===== src/rtl/mips_mc_pkg.sv =====
// Shared types and constants for the dual-core MIPS main-memory arbiter.
//   arb_state_t : arbiter FSM states
//   CORE1/CORE2 : core identifiers used for grant ids and the priority pointer
//   LAT_CNT_W   : width of the memory-latency down-counter (MEM_LAT range 1..7)
package mips_mc_pkg;

    typedef enum logic [1:0] {
        StIdle,
        StIssue,
        StWait,
        StResp
    } arb_state_t;

    localparam logic CORE1 = 1'b0;
    localparam logic CORE2 = 1'b1;

    localparam int unsigned LAT_CNT_W = 3;

endpackage


===== src/rtl/mem_arbiter_2p_if.sv =====
// Bus bundle between the two cache controllers, the arbiter and main memory.
//   slave  : arbiter view (consumes core requests and mem_q, drives acks, rdata, stalls, RAM pins)
//   master : environment view (cores and RAM model)
// Optional SNOOP_INV_EN adds inv1/inv2/inv_addr invalidate signals.
interface mem_arbiter_2p_if #(
    parameter int unsigned ADDR_W = 10,
    parameter int unsigned DATA_W = 32
);
    logic              req1;
    logic              req2;
    logic              we1;
    logic              we2;
    logic [ADDR_W-1:0] addr1;
    logic [ADDR_W-1:0] addr2;
    logic [DATA_W-1:0] wdata1;
    logic [DATA_W-1:0] wdata2;
    logic              ack1;
    logic              ack2;
    logic [DATA_W-1:0] rdata1;
    logic [DATA_W-1:0] rdata2;
    logic              stall1;
    logic              stall2;
    logic [ADDR_W-1:0] mem_address;
    logic [DATA_W-1:0] mem_data;
    logic              mem_rden;
    logic              mem_wren;
    logic [DATA_W-1:0] mem_q;
`ifdef SNOOP_INV_EN
    logic              inv1;
    logic              inv2;
    logic [ADDR_W-1:0] inv_addr;
`endif

    modport slave (
        input  req1, req2, we1, we2, addr1, addr2, wdata1, wdata2, mem_q,
`ifdef SNOOP_INV_EN
        output inv1, inv2, inv_addr,
`endif
        output ack1, ack2, rdata1, rdata2, stall1, stall2,
        output mem_address, mem_data, mem_rden, mem_wren
    );

    modport master (
        output req1, req2, we1, we2, addr1, addr2, wdata1, wdata2, mem_q,
`ifdef SNOOP_INV_EN
        input  inv1, inv2, inv_addr,
`endif
        input  ack1, ack2, rdata1, rdata2, stall1, stall2,
        input  mem_address, mem_data, mem_rden, mem_wren
    );

endinterface


===== src/rtl/rr_arb2.sv =====
// Two-way round-robin pick. Pure combinational; the pointer register lives in the caller.
//   req1_i, req2_i : core requests
//   ptr_i          : core that wins when both request
//   gnt_id_o       : winning core id (CORE1/CORE2), meaningful only when any_req_o
//   any_req_o      : at least one request pending
module rr_arb2
    import mips_mc_pkg::*;
(
    input  logic req1_i,
    input  logic req2_i,
    input  logic ptr_i,
    output logic gnt_id_o,
    output logic any_req_o
);

    always_comb begin
        any_req_o = req1_i | req2_i;
        if (req1_i && req2_i) begin
            gnt_id_o = ptr_i;
        end else if (req2_i) begin
            gnt_id_o = CORE2;
        end else begin
            gnt_id_o = CORE1;
        end
    end

endmodule


===== src/rtl/mem_arbiter_2p.sv =====
// Arbitrates the single main-memory port between two cache controllers.
// One transaction at a time: IDLE -> ISSUE -> WAIT -> RESP -> IDLE, round-robin between cores.
//   clk   : system clock
//   rst_n : asynchronous active-low reset
//   bus   : mem_arbiter_2p_if.slave (core handshakes, per-core rdata/stall, RAM pins)
// Optional macro SNOOP_INV_EN: on a granted write, pulse the other core's invalidate with the
// write address during RESP.
module mem_arbiter_2p
    import mips_mc_pkg::*;
#(
    parameter int unsigned ADDR_W  = 10,
    parameter int unsigned DATA_W  = 32,
    parameter int unsigned MEM_LAT = 1
) (
    input logic             clk,
    input logic             rst_n,
    mem_arbiter_2p_if.slave bus
);

    arb_state_t          state_q;
    logic                ptr_q;
    logic                id_q;
    logic                we_q;
    logic [LAT_CNT_W-1:0] cnt_q;
    logic                ack1_q;
    logic                ack2_q;
    logic [DATA_W-1:0]   rdata1_q;
    logic [DATA_W-1:0]   rdata2_q;
    logic [ADDR_W-1:0]   mem_address_q;
    logic [DATA_W-1:0]   mem_data_q;
    logic                mem_rden_q;
    logic                mem_wren_q;
`ifdef SNOOP_INV_EN
    logic                inv1_q;
    logic                inv2_q;
    logic [ADDR_W-1:0]   inv_addr_q;
`endif

    logic                gnt_id;
    logic                any_req;
    logic                sel_we;
    logic [ADDR_W-1:0]   sel_addr;
    logic [DATA_W-1:0]   sel_wdata;

    rr_arb2 u_rr_arb2 (
        .req1_i    (bus.req1),
        .req2_i    (bus.req2),
        .ptr_i     (ptr_q),
        .gnt_id_o  (gnt_id),
        .any_req_o (any_req)
    );

    always_comb begin
        sel_we    = bus.we1;
        sel_addr  = bus.addr1;
        sel_wdata = bus.wdata1;
        if (gnt_id == CORE2) begin
            sel_we    = bus.we2;
            sel_addr  = bus.addr2;
            sel_wdata = bus.wdata2;
        end
    end

    // The latched address/data double as the RAM pins, so they stay stable from ISSUE to RESP.
    always_ff @(posedge clk or negedge rst_n) begin
        if (!rst_n) begin
            state_q       <= StIdle;
            ptr_q         <= CORE1;
            id_q          <= CORE1;
            we_q          <= 1'b0;
            cnt_q         <= '0;
            ack1_q        <= 1'b0;
            ack2_q        <= 1'b0;
            rdata1_q      <= '0;
            rdata2_q      <= '0;
            mem_address_q <= '0;
            mem_data_q    <= '0;
            mem_rden_q    <= 1'b0;
            mem_wren_q    <= 1'b0;
`ifdef SNOOP_INV_EN
            inv1_q        <= 1'b0;
            inv2_q        <= 1'b0;
            inv_addr_q    <= '0;
`endif
        end else begin
            // Pulses default low; only the transitions below raise them for one cycle.
            ack1_q     <= 1'b0;
            ack2_q     <= 1'b0;
            mem_rden_q <= 1'b0;
            mem_wren_q <= 1'b0;
`ifdef SNOOP_INV_EN
            inv1_q     <= 1'b0;
            inv2_q     <= 1'b0;
`endif
            unique case (state_q)
                StIdle: begin
                    if (any_req) begin
                        id_q          <= gnt_id;
                        we_q          <= sel_we;
                        mem_address_q <= sel_addr;
                        mem_data_q    <= sel_wdata;
                        mem_wren_q    <= sel_we;
                        mem_rden_q    <= ~sel_we;
                        state_q       <= StIssue;
                    end
                end
                StIssue: begin
                    // Counter holds remaining WAIT cycles minus one.
                    cnt_q   <= LAT_CNT_W'(MEM_LAT - 1);
                    state_q <= StWait;
                end
                StWait: begin
                    if (cnt_q == '0) begin
                        if (!we_q) begin
                            if (id_q == CORE2) begin
                                rdata2_q <= bus.mem_q;
                            end else begin
                                rdata1_q <= bus.mem_q;
                            end
                        end
                        ack1_q  <= (id_q == CORE1);
                        ack2_q  <= (id_q == CORE2);
`ifdef SNOOP_INV_EN
                        if (we_q) begin
                            inv1_q     <= (id_q == CORE2);
                            inv2_q     <= (id_q == CORE1);
                            inv_addr_q <= mem_address_q;
                        end
`endif
                        state_q <= StResp;
                    end else begin
                        cnt_q <= cnt_q - LAT_CNT_W'(1);
                    end
                end
                StResp: begin
                    ptr_q   <= ~id_q;
                    state_q <= StIdle;
                end
                default: state_q <= StIdle;
            endcase
        end
    end

    assign bus.ack1        = ack1_q;
    assign bus.ack2        = ack2_q;
    assign bus.rdata1      = rdata1_q;
    assign bus.rdata2      = rdata2_q;
    assign bus.stall1      = bus.req1 & ~ack1_q;
    assign bus.stall2      = bus.req2 & ~ack2_q;
    assign bus.mem_address = mem_address_q;
    assign bus.mem_data    = mem_data_q;
    assign bus.mem_rden    = mem_rden_q;
    assign bus.mem_wren    = mem_wren_q;
`ifdef SNOOP_INV_EN
    assign bus.inv1        = inv1_q;
    assign bus.inv2        = inv2_q;
    assign bus.inv_addr    = inv_addr_q;
`endif

endmodule


===== src/flat_wrapper.sv =====
// flat-port wrapper written by rule: the top's interface ports become plain ports
module mem_arbiter_2p_flat import mips_mc_pkg::*;
#(
    parameter int unsigned ADDR_W  = 10,
    parameter int unsigned DATA_W  = 32,
    parameter int unsigned MEM_LAT = 1
)
  (clk, rst_n, bus_req1, bus_req2, bus_we1, bus_we2, bus_addr1, bus_addr2, bus_wdata1, bus_wdata2, bus_mem_q, bus_ack1, bus_ack2, bus_rdata1, bus_rdata2, bus_stall1, bus_stall2, bus_mem_address, bus_mem_data, bus_mem_rden, bus_mem_wren);
  mem_arbiter_2p_if #(.ADDR_W(ADDR_W), .DATA_W(DATA_W)) bus_i ();
  input logic clk;
  input logic rst_n;
  input wire logic [$bits(bus_i.req1)-1:0] bus_req1;
  input wire logic [$bits(bus_i.req2)-1:0] bus_req2;
  input wire logic [$bits(bus_i.we1)-1:0] bus_we1;
  input wire logic [$bits(bus_i.we2)-1:0] bus_we2;
  input wire logic [$bits(bus_i.addr1)-1:0] bus_addr1;
  input wire logic [$bits(bus_i.addr2)-1:0] bus_addr2;
  input wire logic [$bits(bus_i.wdata1)-1:0] bus_wdata1;
  input wire logic [$bits(bus_i.wdata2)-1:0] bus_wdata2;
  input wire logic [$bits(bus_i.mem_q)-1:0] bus_mem_q;
  output wire logic [$bits(bus_i.ack1)-1:0] bus_ack1;
  output wire logic [$bits(bus_i.ack2)-1:0] bus_ack2;
  output wire logic [$bits(bus_i.rdata1)-1:0] bus_rdata1;
  output wire logic [$bits(bus_i.rdata2)-1:0] bus_rdata2;
  output wire logic [$bits(bus_i.stall1)-1:0] bus_stall1;
  output wire logic [$bits(bus_i.stall2)-1:0] bus_stall2;
  output wire logic [$bits(bus_i.mem_address)-1:0] bus_mem_address;
  output wire logic [$bits(bus_i.mem_data)-1:0] bus_mem_data;
  output wire logic [$bits(bus_i.mem_rden)-1:0] bus_mem_rden;
  output wire logic [$bits(bus_i.mem_wren)-1:0] bus_mem_wren;
  assign bus_i.req1 = bus_req1;
  assign bus_i.req2 = bus_req2;
  assign bus_i.we1 = bus_we1;
  assign bus_i.we2 = bus_we2;
  assign bus_i.addr1 = bus_addr1;
  assign bus_i.addr2 = bus_addr2;
  assign bus_i.wdata1 = bus_wdata1;
  assign bus_i.wdata2 = bus_wdata2;
  assign bus_i.mem_q = bus_mem_q;
  assign bus_ack1 = bus_i.ack1;
  assign bus_ack2 = bus_i.ack2;
  assign bus_rdata1 = bus_i.rdata1;
  assign bus_rdata2 = bus_i.rdata2;
  assign bus_stall1 = bus_i.stall1;
  assign bus_stall2 = bus_i.stall2;
  assign bus_mem_address = bus_i.mem_address;
  assign bus_mem_data = bus_i.mem_data;
  assign bus_mem_rden = bus_i.mem_rden;
  assign bus_mem_wren = bus_i.mem_wren;
  mem_arbiter_2p #(.ADDR_W(ADDR_W), .DATA_W(DATA_W), .MEM_LAT(MEM_LAT)) u_core (.clk(clk), .rst_n(rst_n), .bus(bus_i));
endmodule

===== config.mk =====
export PLATFORM = sky130hd
export DESIGN_NAME = mem_arbiter_2p_flat
export DESIGN_NICKNAME = d
export VERILOG_FILES = /design/src/rtl/mips_mc_pkg.sv /design/src/rtl/mem_arbiter_2p_if.sv /design/src/rtl/rr_arb2.sv /design/src/rtl/mem_arbiter_2p.sv /design/src/flat_wrapper.sv
export SDC_FILE = /design/constraint.sdc
export NUM_CORES = 1
export LEC_CHECK = 0
export CORE_MARGIN = 1.5
export CORE_UTILIZATION = 41
export CTS_CLUSTER_DIAMETER = 100
export DETAILED_ROUTE_END_ITERATION = 10
export PLACE_DENSITY = 0.83
export SLEW_MARGIN = 20
export SYNTH_ARGS = -nofsm -noshare
export SYNTH_HDL_FRONTEND = slang
export SYNTH_SLANG_ARGS = --single-unit

===== constraint.sdc =====
create_clock -name clk -period 2.65 [get_ports clk]
set_clock_uncertainty 0.2 [all_clocks]
set_input_delay 0.795 -clock clk [delete_from_list [all_inputs] [get_ports clk]]
set_output_delay 0.795 -clock clk [all_outputs]
set_load 0.05 [all_outputs]

==> results by group <==
Status
  – Status: completed

GRT
  – Met1 Use GR: 28.8%
  – Met3 global-route usage: 8.13%
  – Initial antenna violation count: 0
  – First-pass GRT wire length: 24.3 mm
  – Gr usage total: 24.1%
  – GR peak layer: met2
  – Vias in the first global route: 4,648
  – Largest net degree at the start of global routing: 63
  – Total grt overflow: 0
  – Grt met2 use: between 40% and 50%

Layout
  – N_diodes: 0
  – Layout Nets: a little under 800
  – Layout cells sized above 1: between 15 and 20%
  – Area Overhead vs Synth: 64.5%

Power and ir drop
  – Pwr Density: ~1500 nW/um2
  – Total power: about 13 mW
  – Peak supply drop: 0.000769 V
  – Leak pwr: 3.39 nW

Clock tree
  – CTS Buf Count: 17
  – Clock Path Buffers: 2
  – CTS tree: yes
  – Clk Latency, worst-skew pair: 400 ps
  – Clk Tree Root Cell: clkbuf_16
  – Post CTS Setup Buffer Count: 0
  – H-tree depth: 4
  – Clk sinks: 118
  – Clock transition at path regs: 60 ps

Synth
  – Mapped Nets: 559
  – Most frequent cells after synthesis: dfrtp_1 (118), mux2_2 (63), nor2_1 (46)
  – Post-synth top area cell: dfrtp_1
  – Ys async rst share: 100%
  – Cells after synthesis: 431
  – Yosys Warn Count: 0
  – Yosys cell types: 30
  – Syn avg cell area: 11.6 um2
  – Number of synthesized flops with an enable pin: 0
  – Most frequent cell after synthesis: dfrtp_1
  – Sequential share of the synthesized area: 58.9%
  – Synthesis-stage register bit count: 118
  – Most used DFF post-synth: dfrtp_1
  – Area contributors post-synth: dfrtp_1 (59%), mux2_2 (14%), a31oi_1 (5.4%), a21oi_1 (4.4%), o21ai_0 (4.0%)
  – Share of the synthesized area in the top cell type: 58.9%
  – Cell area after synthesis: 5020 um2

Timing
  – Final hold violations: 0
  – Min Clock Period, post-route: around 2600 ps
  – Max Clock Freq: 385 MHz
  – Slew margin rel.: between 60 and 70%
  – Final cycle utilization of the critical path: slightly below 100%
  – Worst Tran Pin Value: 573 ps
  – Fin Setup TNS: 0 ps
  – Endpoints failing setup: 0
  – RSZ-0062 raised after global routing: no
  – Slew Limit Fails: 0

Setup path
  – Crit path capture type: primary output
  – Critical Path RT: around 1700 ps
  – Critical path's largest stage delay: 830 ps
  – Slowest CP cell: clkdlybuf4s50_1
  – CP endpoint: bus_mem_data[9]
  – R2r startpoint: u_core.cnt_q[0]
  – Critical Path AT: 1600 ps
  – Crit path from: u_core.bus.mem_data[9]
  – Worst r2r dst: u_core.bus.rdata2[5]
  – Kind of critical path: reg -> out
  – CP bufs+invs: 1
  – CP delay by family, top: buffers and inverters
  – Flop2flop setup slack: 420 ps
  – CP cell instances: clkdlybuf4s50_1
  – Crit path depth: 1
  – Worst Setup Start Kind: flip-flop
  – Critical-path maximum fanout: 2
  – Reg2reg path depth: 6

Detailed routing
  – Routed WL per cell: 18.4 um
  – Via count: 4,454
  – Drt via density: 5.40
  – Final wirelength: 15.2 mm
  – DRT Pass-1 Iters: 4
  – Routed Antenna Nets: 0
  – Residual DRC count: 0
  – Initial DRC count: ~280

Die
  – Die X: 114 um
  – Core ar.: 12,000 um2
  – Die area: 12,900 um2
  – Effective utilization at floorplan: 41.9%
  – IO Pins: 234
  – Die height: between 100 and 150 um
  – # rows: 40

Place
  – DP HPWL: a little over 10 mm
  – Port Buffers: 233
  – Gpl congestion: 0.775

Worst hold path
  – Hold Path Class: reg -> reg
  – HP Start: u_core.bus.rdata1[29]

Flow run
  – Maxcap violations: 0
==> where the power goes <==
| group | switching (mW) | internal, mW |
|---|---|---|
| registers | 0.515 | 2.70 |
| clock network | 0.881 | 1.60 |
| logic | 4.49 | 2.54 |
==> placed cells by master (no fill, tap or decap), drive strengths merged, types with 3 or more instances in the layout <==
master	instances
clkbuf	17
o21ai	45
inv	13
mux2	65
clkdlybuf4s50	226
clkinv	5
bufinv	4
a21oi	44
dfrtp	118
buf	20
a31oi	43
nor2	46
nand2b	3
ha	6
nor2b	3
==> cell type report <==
cell class / count / area (um2)
clock buffer: 17 / 425
clock inverter: 15 / 218
fill: 836 / 3710
inverter: 8 / 30.0
multi-input combinational: 271 / 1890
sequential: 118 / 2950
tap: 147 / 184
timing repair buffer: 249 / 2560
==> state kept, by name, indices dropped and copies added, names as in the netlist <==
register,count
u_core.cnt_q,3
u_core.bus.mem_wren,1
u_core.id_q,1
u_core.ptr_q,1
u_core.bus.mem_rden,1
u_core.bus.rdata2,32
u_core.bus.mem_address,10
u_core.bus.ack2,1
u_core.bus.ack1,1
u_core.bus.rdata1,32
u_core.state_q,2
u_core.bus.mem_data,32
u_core.we_q,1
==> layer usage <==
layer	wire length, um	vias to the layer above
li1	-	2019
met1	5850	2175
met2	7570	237
met3	1440	23
met4	303	0
met5	0	-
==> how the worst min path moves through the flow <==
stage                                        to  slack (ps)  cells after the start
after detailed placement   u_core.bus.rdata1[6]         290                      1
after floorplan                 u_core.cnt_q[2]         270                      1
after global routing       u_core.bus.rdata2[1]         320                      1
final                     u_core.bus.rdata1[29]         300                      1
after CTS                  u_core.bus.rdata1[3]         310                      1
after global placement     u_core.bus.rdata1[1]         270                      1
==> logic make-up (layout without fill, tap and decap cells) <==
group | Yosys count | in the layout | share of synthesized area [%]
xor gates and xnor gates | 1 | 1 | 0.175
and+or+nand+nor | 60 | 60 | 5.46
adders and majority gates | 6 | 6 | 1.50
muxes | 66 | 66 | 14.8
DFF | 118 | 118 | 58.9
AOI/OAI and AO/OA | 138 | 138 | 15.3
buffers and inverters | 42 | 289 | 3.92
==> stage by stage <==
| stage | instances | setup slack, ps | area (um2) | utilization, % | hold WS, ps |
|---|---|---|---|---|---|
| after floorplan | 431 | 153 | 5020 | - | 266 |
| final | 825 | 55.1 | 8250 | 69.0 | 305 |
| after global routing | 825 | 14.1 | 8250 | 69.0 | 318 |
| after CTS | 825 | 21.5 | 8250 | 69.0 | 307 |
| after global placement | 792 | -11.3 | 7590 | 63.5 | 272 |
| after detailed placement | 792 | -15.8 | 7590 | 63.5 | 288 |
==> timing repair <==
action	CTS	global route
pin swaps	0	0
resized for setup	1	2
setup endpoints to repair	1	2
cloned	0	0
hold buffers	1	0
endpoints found under the hold margin	2	0
Power figures use the tool's default switching activity.
